[src/rtl/bram_arbiter_pkg.sv]
// configure: shared types for the BRAM arbiter slice.
//   bram_depth  - BRAM depth in 32-bit words (address decode width)
//   mem_req_t   - one captured memory request
//   arb_owner_t - which side owns the BRAM response next cycle
//   slot_st_t   - per-side request slot state
package configure;

  localparam int bram_depth = 1024;

  typedef struct packed {
    logic        valid;
    logic        instr;
    logic [31:0] addr;
    logic [31:0] wdata;
    logic [3:0]  wstrb;
  } mem_req_t;

  typedef enum logic [1:0] {
    OWN_NONE = 2'd0,
    OWN_IMEM = 2'd1,
    OWN_DMEM = 2'd2
  } arb_owner_t;

  typedef enum logic {
    SLOT_EMPTY   = 1'b0,
    SLOT_PENDING = 1'b1
  } slot_st_t;

endpackage

[src/rtl/bram_arbiter_slot.sv]
// bram_arbiter_slot: one-entry capture/bypass buffer for one requester.
//
// state        | meaning
// SLOT_EMPTY   | nothing held; an incoming pulse is presented directly (bypass)
// SLOT_PENDING | a request lost arbitration and is held until granted
//
// Ports:
//   clk, rst   - clock, synchronous active-high reset
//   req_in     - incoming request (valid is a one-cycle pulse)
//   grant      - the eligible request is issued to BRAM this cycle
//   eligible   - request competing for the BRAM this cycle
//   pending    - slot holds a request
module bram_arbiter_slot
  import configure::*;
(
  input  logic     clk,
  input  logic     rst,
  input  mem_req_t req_in,
  input  logic     grant,
  output mem_req_t eligible,
  output logic     pending
);

  slot_st_t state, state_next;
  mem_req_t held;

  always_ff @(posedge clk) begin
    if (rst) begin
      state <= SLOT_EMPTY;
      held  <= '0;
    end else begin
      state <= state_next;
      if (state == SLOT_EMPTY && req_in.valid && !grant)
        held <= req_in;
    end
  end

  // A pulse arriving while PENDING is a protocol violation and is dropped:
  // the held request keeps being presented.
  always_comb begin
    state_next = state;
    eligible   = req_in;
    case (state)
      SLOT_EMPTY: begin
        if (req_in.valid && !grant)
          state_next = SLOT_PENDING;
      end
      SLOT_PENDING: begin
        eligible = held;
        if (grant)
          state_next = SLOT_EMPTY;
      end
      default: state_next = SLOT_EMPTY;
    endcase
  end

  assign pending = (state == SLOT_PENDING);

endmodule

[src/rtl/bram_arbiter.sv]
// bram_arbiter: shares one BRAM port between fetch (imem) and load/store (dmem).
// Each side gets one-cycle latency when uncontested; dmem wins conflicts unless
// BRAM_ARB_ROUND_ROBIN_EN is defined, in which case a last-grant pointer
// alternates priority.
//
// Ports:
//   clk, rst                        - clock, synchronous active-high reset
//   imem_valid/instr/addr/wdata/wstrb - fetch request (valid = 1-cycle pulse)
//   imem_rdata, imem_ready            - fetch response
//   dmem_*                            - same set for the data side
//   bram_valid/instr/addr/wdata/wstrb - granted request to BRAM
//   bram_rdata, bram_ready            - BRAM response, one cycle after issue
module bram_arbiter
  import configure::*;
(
  input  logic        clk,
  input  logic        rst,
  input  logic        imem_valid,
  input  logic        imem_instr,
  input  logic [31:0] imem_addr,
  input  logic [31:0] imem_wdata,
  input  logic [3:0]  imem_wstrb,
  output logic [31:0] imem_rdata,
  output logic        imem_ready,
  input  logic        dmem_valid,
  input  logic        dmem_instr,
  input  logic [31:0] dmem_addr,
  input  logic [31:0] dmem_wdata,
  input  logic [3:0]  dmem_wstrb,
  output logic [31:0] dmem_rdata,
  output logic        dmem_ready,
  output logic        bram_valid,
  output logic        bram_instr,
  output logic [31:0] bram_addr,
  output logic [31:0] bram_wdata,
  output logic [3:0]  bram_wstrb,
  input  logic [31:0] bram_rdata,
  input  logic        bram_ready
);

  mem_req_t   req_i, req_d, elig_i, elig_d, bram_req;
  logic       pend_i, pend_d;
  logic       grant_i, grant_d;
  arb_owner_t owner, owner_next;

  assign req_i = '{valid: imem_valid, instr: imem_instr, addr: imem_addr,
                   wdata: imem_wdata, wstrb: imem_wstrb};
  assign req_d = '{valid: dmem_valid, instr: dmem_instr, addr: dmem_addr,
                   wdata: dmem_wdata, wstrb: dmem_wstrb};

  bram_arbiter_slot u_slot_imem (
    .clk(clk), .rst(rst), .req_in(req_i), .grant(grant_i),
    .eligible(elig_i), .pending(pend_i)
  );

  bram_arbiter_slot u_slot_dmem (
    .clk(clk), .rst(rst), .req_in(req_d), .grant(grant_d),
    .eligible(elig_d), .pending(pend_d)
  );

`ifdef BRAM_ARB_ROUND_ROBIN_EN
  // 1 = dmem was granted last; resets to dmem so imem wins the first contest.
  logic last_dmem;

  always_ff @(posedge clk) begin
    if (rst)
      last_dmem <= 1'b1;
    else if (grant_i || grant_d)
      last_dmem <= grant_d;
  end
`endif

  always_comb begin
    grant_i  = 1'b0;
    grant_d  = 1'b0;
    bram_req = '0;
    if (!rst) begin
`ifdef BRAM_ARB_ROUND_ROBIN_EN
      if (elig_i.valid && elig_d.valid) begin
        grant_i = last_dmem;
        grant_d = !last_dmem;
      end else begin
        grant_i = elig_i.valid;
        grant_d = elig_d.valid;
      end
`else
      grant_d = elig_d.valid;
      grant_i = elig_i.valid && !elig_d.valid;
`endif
    end
    if (grant_d)
      bram_req = elig_d;
    else if (grant_i)
      bram_req = elig_i;
  end

  always_comb begin
    owner_next = OWN_NONE;
    if (grant_d)
      owner_next = OWN_DMEM;
    else if (grant_i)
      owner_next = OWN_IMEM;
  end

  always_ff @(posedge clk) begin
    if (rst)
      owner <= OWN_NONE;
    else
      owner <= owner_next;
  end

  assign bram_valid = grant_i || grant_d;
  assign bram_instr = bram_req.instr;
  assign bram_addr  = bram_req.addr;
  assign bram_wdata = bram_req.wdata;
  assign bram_wstrb = bram_req.wstrb;

  // Ready is gated by rst so a response to a pre-reset access never escapes.
  assign imem_ready = bram_ready && (owner == OWN_IMEM) && !rst;
  assign dmem_ready = bram_ready && (owner == OWN_DMEM) && !rst;
  assign imem_rdata = bram_rdata;
  assign dmem_rdata = bram_rdata;

  // A requester must not pulse while its previous request is still held.
  a_imem_no_overrun: assert property (@(posedge clk) disable iff (rst)
                                      !(pend_i && imem_valid));
  a_dmem_no_overrun: assert property (@(posedge clk) disable iff (rst)
                                      !(pend_d && dmem_valid));

endmodule
[config.mk]
export PLATFORM = sky130hd
export DESIGN_NAME = bram_arbiter
export DESIGN_NICKNAME = d
export VERILOG_FILES = /design/src/rtl/bram_arbiter_pkg.sv /design/src/rtl/bram_arbiter_slot.sv /design/src/rtl/bram_arbiter.sv
export SDC_FILE = /design/constraint.sdc
export NUM_CORES = 1
export LEC_CHECK = 0
export CAP_MARGIN = 20
export CORE_MARGIN = 8
export CORE_UTILIZATION = 49
export CTS_CLUSTER_SIZE = 12
export DETAILED_ROUTE_END_ITERATION = 10
export PLACE_DENSITY_LB_ADDON = 0.3
export SYNTH_ARGS = -nofsm -noshare
export SYNTH_HDL_FRONTEND = slang
export SYNTH_SLANG_ARGS = --single-unit
[constraint.sdc]
create_clock -name clk -period 2.3 [get_ports clk]
set_clock_uncertainty 0.1 [all_clocks]
set_input_delay 0.46 -clock clk [delete_from_list [all_inputs] [get_ports clk]]
set_output_delay 0.46 -clock clk [all_outputs]
set_load 0.02 [all_outputs]
==> reports/results.tsv <==
metric	value	unit
outcome	finished, violations left	
violated checks	setup timing	
final worst slack	-0.1285	ns
Yosys cell types	22	
area growth from synthesis to final layout	43.38	%
ranking of synthesized cells by area	dfxtp_1 (35%), nand2b_1 (10%), mux2_2 (9.3%)	
RSZ-0062 raised after global routing	true	
hold path start	rst	
Worst Hold Class	in2reg	
Yosys top cell area share	0.3452	
worst flop-to-flop path endpoint	u_slot_imem.held[20]	
Min Hold Slack	0.3165	ns
clk sinks	144	
power density cells	582.5	nW/um^2
logic depth of the worst register-to-register path	9	
hpwl dp	15.85	mm
DP Cell Count	1264	
Power, Total	6.975	mW
reg2reg start	u_slot_imem.pending	
syn nets	1112	
fin crit share	1.056	
setup violators final	70	
Setup crit end kind	primary output	
Fill cells	1254	
Ports	311	
Worst-path clk slew	0.06	ns
deepest clock path buffer count	2	
Setup WS pre-CTS	-0.6349	ns
cts bufs inserted	17	
largest net degree at the start of global routing	41	
IO buf count	214	
layout cells sized above 1	0.2885	
Slew @ Worst Pin	0.3929	ns
initial DRC count	429	
placed cell areas	10540	sq um
num rows	47	
DRC Markers	0	
total of max-cap violations	0	
Starting Density	0.5018	
commonest non-fill, non-tap cell in the layout	dfxtp_1	
vias per cell	5.503	
leak pwr	4.410	nW
Slew HR	0.7381	
Fin. Hold Viols	0	
sequential area share after synthesis	0.3452	
FF+latch count, synth	144	
GRT Util Overall	0.2216	
wire per inst	19.15	um
Diodes inserted	0	
antenna viol nets, final	0	
vias in the first global route	7437	
DR pass1 iterations	8	
max-slew violations	0	
first-pass GRT wire length	39.01	mm
Layout Cell Area excl Fill	11970	sq um
Die Span Y	146.5	um
die area	21480	sq um
fmax	411.8	MHz
Setup CP Type	reg2out	
Mean Syn Cell Area	8.912	sq um
TritonCTS clock tree	yes	
total gr overflow	0	
Max VDD drop	0.5432	mV
R2R Setup Slk	0.13	ns
final RePlAce weighted congestion	0.7937	
Hold Path Stages	2	
Synth area leader	dfxtp_1	
Setup crit start kind	flop	
Synth Warn #	0	
via count	7313	
Worst Hold Path EP	owner[0]	
nets@finish	1271	
width of the chip	146.5	um
initial antenna violation count	3	
worst skew pair latency	0.42	ns
Layout Cells excl Fill	1329	
H-tree depth	4	
Reg area	2892	sq um
commonest cells after routing, fill and taps aside	dfxtp_1 (141), clkdlybuf4s50_1 (139), nand2b_1 (138), buf_4 (97), nand3_1 (90)	
CORE AREA	16640	sq um
Post-Syn Area	8351	sq um
crit-path max FO	6	
CP required	1.74	ns
multi-input logic area	4915	sq um
crit path DAT	1.87	ns
minimum clock period	2.428	ns
Total Wirelength	25.45	mm
synthesized instance count	937	
root buffer cell	clkbuf_16	
## metal layers
layer | track usage | part of all wire | vias up
met4 | 0.05976 | 0.017 | 6
met3 | 0.07911 | 0.083 | 45
met1 | 0.2778 | 0.43 | 3497
met2 | 0.3528 | 0.46 | 256
met5 | 0 | 0.0015 | -
li1 | - | - | 3509
## synth_stat cells
cell,count
nand3b_1,69
a21oi_1,1
mux2_2,69
nand2b_1,138
clkbuf_4,1
buf_4,72
nand3_1,138
nor2b_1,70
nand2_1,1
nor2_1,3
o21ba_2,1
nor3b_1,2
a31oi_1,69
clkbuf_1,54
a211oi_1,1
buf_1,1
nor4bb_1,2
mux2_4,1
mux2i_1,70
buf_2,21
buf_6,9
dfxtp_1,144
## through the flow
step           utilization  setup TNS [ns]
2_1_floorplan            -               0
3_3_place_gp        0.6330          -35.39
3_5_place_dp        0.6330          -37.29
4_1_cts             0.6874          -5.223
5_1_grt             0.7194          -9.333
6_report            0.7194          -4.461
## state kept, by name, indices dropped and copies added (netlist names)
signal / count
u_slot_dmem.held: 70
owner: 2
u_slot_dmem.pending: 1
u_slot_imem.held: 70
u_slot_imem.pending: 1
## power breakdown
part	total, mW	leakage (nW)	internal (mW)	switching, mW
sequential	2.59	1.17	2.56	0.0371
clock	2.89	0.296	1.77	1.12
combinational	1.49	2.94	0.839	0.650
total	6.97	4.41	5.17	1.80
## area by class of cell
class | count | share of cell area
Multi-Input combinational cell | 635 | 0.4105
Timing Repair Buffer | 298 | 0.2738
Sequential cell | 144 | 0.2415
Clock buffer | 20 | 0.03825
Tap cell | 220 | 0.02299
Clock inverter | 12 | 0.01296
## kinds of logic after synthesis
family,count (synthesis),synth area share
simple gates,423,0.3066
buf+inv,158,0.1151
flops,144,0.3452
mux,140,0.1788
compound gates,72,0.05439
## repair_timing
action | in CTS | in global routing
setup endpoints to repair | 72 | 70
gates cloned | 6 | 8
setup buffers | 16 | 5
pin swaps | 13 | 43
hold buffers | 0 | 0
resized for setup | 454 | 72
## worst max-delay path by stage
stage	startpoint	end	slack, ns
floorplan	dmem_valid	bram_wdata[17]	0.16
global placement	imem_valid	bram_addr[5]	-0.62
detailed placement	imem_valid	bram_addr[5]	-0.63
CTS	u_slot_dmem.pending	bram_addr[29]	-0.16
global route	u_slot_imem.pending	bram_wdata[20]	-0.18
finish	u_slot_dmem.pending	bram_wdata[19]	-0.13
## critical path: stages (launching register included)
cell and delay (ns):
dfxtp_4 0.36, mux2i_4 0.27, buf_8 0.19, clkbuf_16 0.18, nand3_2 0.06, a31oi_1 0.20
buf_4 0.18
Note: power is estimated with default switching activity, not from simulation.
